File: config.mk
export PLATFORM = sky130hd
export DESIGN_NAME = score_keeper
export DESIGN_NICKNAME = d
export VERILOG_FILES = /design/src/rtl/score_keeper.sv
export SDC_FILE = /design/constraint.sdc
export NUM_CORES = 1
export LEC_CHECK = 0
export BUFFER_PORTS_ARGS = -buffer_cell sky130_fd_sc_hd__buf_4
export CELL_PAD_IN_SITES_DETAIL_PLACEMENT = 1
export CELL_PAD_IN_SITES_GLOBAL_PLACEMENT = 1
export CORE_ASPECT_RATIO = 1.25
export CORE_MARGIN = 2
export CORE_UTILIZATION = 44
export DETAILED_ROUTE_END_ITERATION = 8
export GPL_ROUTABILITY_DRIVEN = 0
export PLACE_DENSITY = 0.83
export SKIP_LAST_GASP = 1
export SLEW_MARGIN = 25
export SYNTH_ARGS = -nofsm -noshare
export SYNTH_HDL_FRONTEND = slang
export SYNTH_SLANG_ARGS = --single-unit
File: constraint.sdc
create_clock -name clock -period 7.21 [get_ports clock]
set_input_delay 1.8025 -clock clock [delete_from_list [all_inputs] [get_ports clock]]
set_output_delay 1.8025 -clock clock [all_outputs]
set_load 0.01 [all_outputs]
File: src/rtl/score_keeper.sv
// Score keeper: packed-BCD running score with streak multiplier and session high score,
// driven by the judgment strobes of the game control FSM.
module score_keeper #(
  parameter int unsigned T1          = 4,
  parameter int unsigned T2          = 8,
  parameter int unsigned T3          = 16,
  parameter int unsigned BASE_POINTS = 1
) (
  input  logic        clock,
  input  logic        reset,
  input  logic        start,
  input  logic        changeScore,
  input  logic        addScore,
  input  logic        songDone,
  output logic [15:0] score,
  output logic [15:0] highScore,
  output logic [7:0]  streak,
  output logic [2:0]  multiplier,
  output logic        newHigh,
  output logic        gameOver
);

  typedef enum logic [1:0] {StIdle, StPlaying, StFinish, StDone} state_e;

  state_e      state_q, state_d;
  logic [15:0] score_q, score_d;
  logic [15:0] high_q, high_d;
  logic [7:0]  streak_q, streak_d;
  logic [2:0]  mult_q, mult_d;
  logic        new_high_q, new_high_d;
  logic [3:0]  points;

  // Adds a single-digit increment to a 4-digit packed BCD value, saturating at 9999.
  function automatic logic [15:0] bcd_add(input logic [15:0] a, input logic [3:0] inc);
    logic [15:0] sum;
    logic [4:0]  dig;
    logic        carry;
    carry = 1'b0;
    sum   = '0;
    for (int i = 0; i < 4; i++) begin
      dig = {1'b0, a[4*i +: 4]} + {4'd0, carry} + ((i == 0) ? {1'b0, inc} : 5'd0);
      if (dig > 5'd9) begin
        dig   = dig - 5'd10;
        carry = 1'b1;
      end else begin
        carry = 1'b0;
      end
      sum[4*i +: 4] = dig[3:0];
    end
    if (carry) sum = 16'h9999;
    return sum;
  endfunction

  function automatic logic [2:0] mult_for(input logic [7:0] s);
    logic [2:0] m;
    if (32'(s) >= T3)      m = 3'd4;
    else if (32'(s) >= T2) m = 3'd3;
    else if (32'(s) >= T1) m = 3'd2;
    else                   m = 3'd1;
    return m;
  endfunction

  assign points = 4'(BASE_POINTS) * {1'b0, mult_q};

  always_comb begin
    state_d    = state_q;
    score_d    = score_q;
    high_d     = high_q;
    streak_d   = streak_q;
    mult_d     = mult_q;
    new_high_d = new_high_q;
    if (start) begin
      state_d    = StPlaying;
      score_d    = '0;
      streak_d   = '0;
      mult_d     = 3'd1;
      new_high_d = 1'b0;
    end else begin
      case (state_q)
        StPlaying: begin
          if (changeScore) begin
            if (addScore) begin
              score_d  = bcd_add(score_q, points);
              streak_d = (streak_q == 8'd255) ? 8'd255 : streak_q + 8'd1;
              mult_d   = mult_for(streak_d);
            end else begin
              streak_d = '0;
              mult_d   = 3'd1;
            end
          end
          if (songDone) state_d = StFinish;
        end
        StFinish: begin
          // Packed BCD orders the same as unsigned binary.
          if (score_q > high_q) begin
            high_d     = score_q;
            new_high_d = 1'b1;
          end
          state_d = StDone;
        end
        StIdle, StDone: state_d = state_q;
        default: state_d = StIdle;
      endcase
    end
  end

  always_ff @(posedge clock or negedge reset) begin
    if (!reset) begin
      state_q    <= StIdle;
      score_q    <= '0;
      high_q     <= '0;
      streak_q   <= '0;
      mult_q     <= 3'd1;
      new_high_q <= 1'b0;
    end else begin
      state_q    <= state_d;
      score_q    <= score_d;
      high_q     <= high_d;
      streak_q   <= streak_d;
      mult_q     <= mult_d;
      new_high_q <= new_high_d;
    end
  end

  assign score      = score_q;
  assign highScore  = high_q;
  assign streak     = streak_q;
  assign multiplier = mult_q;
  assign newHigh    = new_high_q;
  assign gameOver   = (state_q == StDone);

endmodule
==> flow_summary.ini <==
[run_status]
outcome = complete, no violations

[finish]
final_core_util_pct = 53.0
antennaDiodeCount = 0
nets = 418
fillers = 825
area_growth_pct = 16.0
final_layout_size_suffix_gt1_share_pct = 23.2
final_area_um2 = 3720
layout.cells.non_filler = 470

[grt]
busiest_layer = met2
use_met3_pct = 3.81
grt_pass1_wl_mm = 14.5
use_met2_pct = 42.2
grt_max_degree = 47
grt_pass1_vias = 2932
antenna_found_initial = 0
grtUsageMet1_pct = 27.2
grt_remaining_overflow = 0
grtUsageTotal_pct = 23.5

[drt]
viasPerCell = 5.87
via_count = 2760
antenna_left = 0
wl_per_cell_um = 18.7
drt_iter0_drc = 168
routed_wl_mm = 8.79
drc = 0
drt-pass1-iter-count = 4

[clock_network]
cts-htree-levels = 2
clock_sink_count = 46
clock_tree.buffer_depth = 2
cts_tree = yes
path_clk_slew_ps = 90
cts-resized-gates = 0
post_cts_buffers = 0
cts_hold_buf = 0
clock-root-buffer = clkbuf_8
clock_latency_ps = 310
cts_made_buffers = 5

[synthesis]
synth.yosys.seq_area_share_pct = 35.9
syn_inst = 337
synth_seq_cells = 46
synth_area_um2 = 3210
synth.most_common_cell = dfrtp_1
synth_nets = 376
ys_top_cells_by_count = dfrtp_1, inv_1, ha_1
synth_edf_count = 0
synth_top_area_share_pct = 35.1
ys_top_cells_by_area = dfrtp_1, ha_1, o21ai_0
yosysWarnings = 0
avgSynthCellArea_um2 = 9.51
ys_dominant_reg_cell = dfrtp_1
async_flop_share_pct = 100
ys_types = 60
yosysTopAreaCell = dfrtp_1

[placed_design]
post-place-ws_ps = 1020
dp_cells = 462
place_area_um2 = 3610
port-buffer-count = 50
dp_hpwl_mm = 6.40

[min_path]
min_to = newHigh$_DFFE_PN0P_
holdCritStartpoint = newHigh$_DFFE_PN0P_
min_path_cells = 1
hold_class = flop to flop

[floorplan]
core_area_um2 = 7020
die_h_um = 99.4
initial_core_util_pct = 45.7
die_w_um = 80.3
num_rows = 34
fp.dieArea_um2 = 7990
ios = 51

[pwr]
seq_power_share_pct = 45.9
p_int_mw = 0.432
p_sw_mw = 0.206
pwr-share-clk_pct = 31.1
leakage_nw = 1.75
p_per_area_nw_per_um2 = 171
ir_drop_v = 0.0000879
p_comb_share_pct = 23.0
swShare_pct = 32.3

[timing]
drv_slew = 0
finalClockSkew_ps = 7.53
rsz0062_at_grt = no
period_needed_ps = 6340
fmax_ghz = 0.158
setup_ws_ps = 873
final.period_utilization_pct = 87.9
hold_viol = 0
final-setup-viol-count = 0
setup_tns_ps = 0
max-slew-margin-rel_pct = 46.4
tightest_slew_ps = 802

[critical_path]
path_class = flop to flop
r2r_slack_ps = 870
cp-end-kind = flop
crit_path_frequent_cell = ha_1
critPathSlowestCell = a21boi_1
worstRegToRegCells = 21
critPathLaunchType = flop
critical_path_arrival_ps = 6550
crit_path_max_fanout = 9
reg2reg_from = multiplier[0]$_DFFE_PN1P_
critPathRequiredTime_ps = 7420
r2r-end = score[0]$_DFFE_PN0P_
slowest_delay_ps = 610
crit_chain = ha_1 > inv_1 > fa_1 > or3b_2 > o41ai_1 > a221oi_2 > ha_1 > ha_1 > mux2_2 > o221a_2 > ha_1 > ha_1 > mux2_2 > o221a_2 > ha_1 > ha_1 > nor2_1 > o21ai_0 > a21boi_1 > nor3_1 > a211oi_1

[run]
cap_violations = 0
per-layer routing:
layer	part of all wire, %	vias to the layer above	routed length [um]
li1	-	1294	-
met1	41	1383	3610
met2	53	63	4620
met3	3.3	20	289
met4	3.2	0	280
met5	0	-	0
placed cells by master, fill, tap and decap left out, types with 2 or more instances in the layout:
cell / synthesis / final
a21o_1: 2 / 2
a21o_2: 2 / 2
a21oi_1: 21 / 21
a221o_1: 2 / 2
a221oi_2: 2 / 2
a22o_1: 6 / 6
a311oi_1: 3 / 3
a31o_2: 2 / 2
a31oi_1: 4 / 4
and3_1: 4 / 4
buf_4: 0 / 50
clkbuf_1: 11 / 2
clkbuf_8: 1 / 5
dfrtp_1: 45 / 45
ha_1: 32 / 32
inv_1: 33 / 33
mux2_2: 9 / 9
mux2_4: 6 / 6
mux2i_1: 4 / 4
nand2_1: 22 / 22
nand2b_1: 4 / 4
nand3_1: 12 / 12
nand4_1: 3 / 3
nor2_1: 22 / 22
nor2b_1: 2 / 2
nor3_1: 8 / 8
nor3b_1: 2 / 2
o2111ai_1: 2 / 2
o211ai_1: 2 / 2
o21ai_0: 25 / 25
o221a_2: 2 / 2
o31ai_1: 3 / 3
o41ai_1: 2 / 2
xnor2_1: 6 / 6
xor2_1: 4 / 4
power groups by stage:
stage / sequential (mW) / combinational (mW) / clock [mW]
3_5_place_dp: 0.297 / 0.146 / 0
6_report: 0.292 / 0.146 / 0.198
4_1_cts: 0.293 / 0.147 / 0.202
2_1_floorplan: 0.292 / 0.0960 / 0
5_1_grt: 0.294 / 0.165 / 0.214
3_3_place_gp: 0.296 / 0.140 / 0
cell type report:
cell class,count,area [um2],share of cell area [%]
inverter,33,124,3.33
sequential,46,1150,31.0
tap,90,113,3.03
multi-input combinational,243,1850,49.7
clock buffer,7,76.3,2.05
timing repair buffer,50,375,10.1
clock inverter,1,30.0,0.808
worst max-delay path: cells and delay by family (launching register included):
| family | cells | cell delay [ps] |
|---|---|---|
| compound gates | 7 | 2090 |
| fa+ha+maj | 8 | 2450 |
| buf+inv | 1 | 60 |
| flops | 1 | 550 |
| mux | 2 | 660 |
| simple gates | 3 | 430 |
metrics by stage:
stage,power (mW),hold slack [ps]
after floorplan,0.388,518
after global placement,0.436,475
after detailed placement,0.443,499
after global routing,0.673,543
final,0.637,519
after CTS,0.642,520
cell families (layout without fill, tap and decap cells):
family | Yosys count | after routing | share of synthesized area [%]
simple gates | 89 | 89 | 14.3
xor+xnor | 10 | 10 | 2.73
flops | 46 | 46 | 35.9
mux | 19 | 19 | 7.22
compound gates | 92 | 92 | 20.3
fa+ha+maj | 33 | 33 | 13.1
buf+inv | 48 | 91 | 6.44
worst max path at each step:
stage / start / endpoint / slack, ps / depth (start not counted)
final: multiplier[0]$_DFFE_PN1P_ / score[0]$_DFFE_PN0P_ / 870 / 21
after global placement: multiplier[0]$_DFFE_PN1P_ / score[0]$_DFFE_PN0P_ / 1310 / 21
after global routing: multiplier[0]$_DFFE_PN1P_ / score[0]$_DFFE_PN0P_ / 490 / 21
after floorplan: multiplier[0]$_DFFE_PN1P_ / score[0]$_DFFE_PN0P_ / 1560 / 22
after CTS: multiplier[0]$_DFFE_PN1P_ / score[0]$_DFFE_PN0P_ / 890 / 21
after detailed placement: multiplier[0]$_DFFE_PN1P_ / score[0]$_DFFE_PN0P_ / 1020 / 21
state kept, by name (all words and copies together), names as in the netlist:
name and count:
newHigh 1, score 16, multiplier 3, state_q 2, streak 8, highScore 16
No activity file was read; power rests on OpenSTA's default activity.
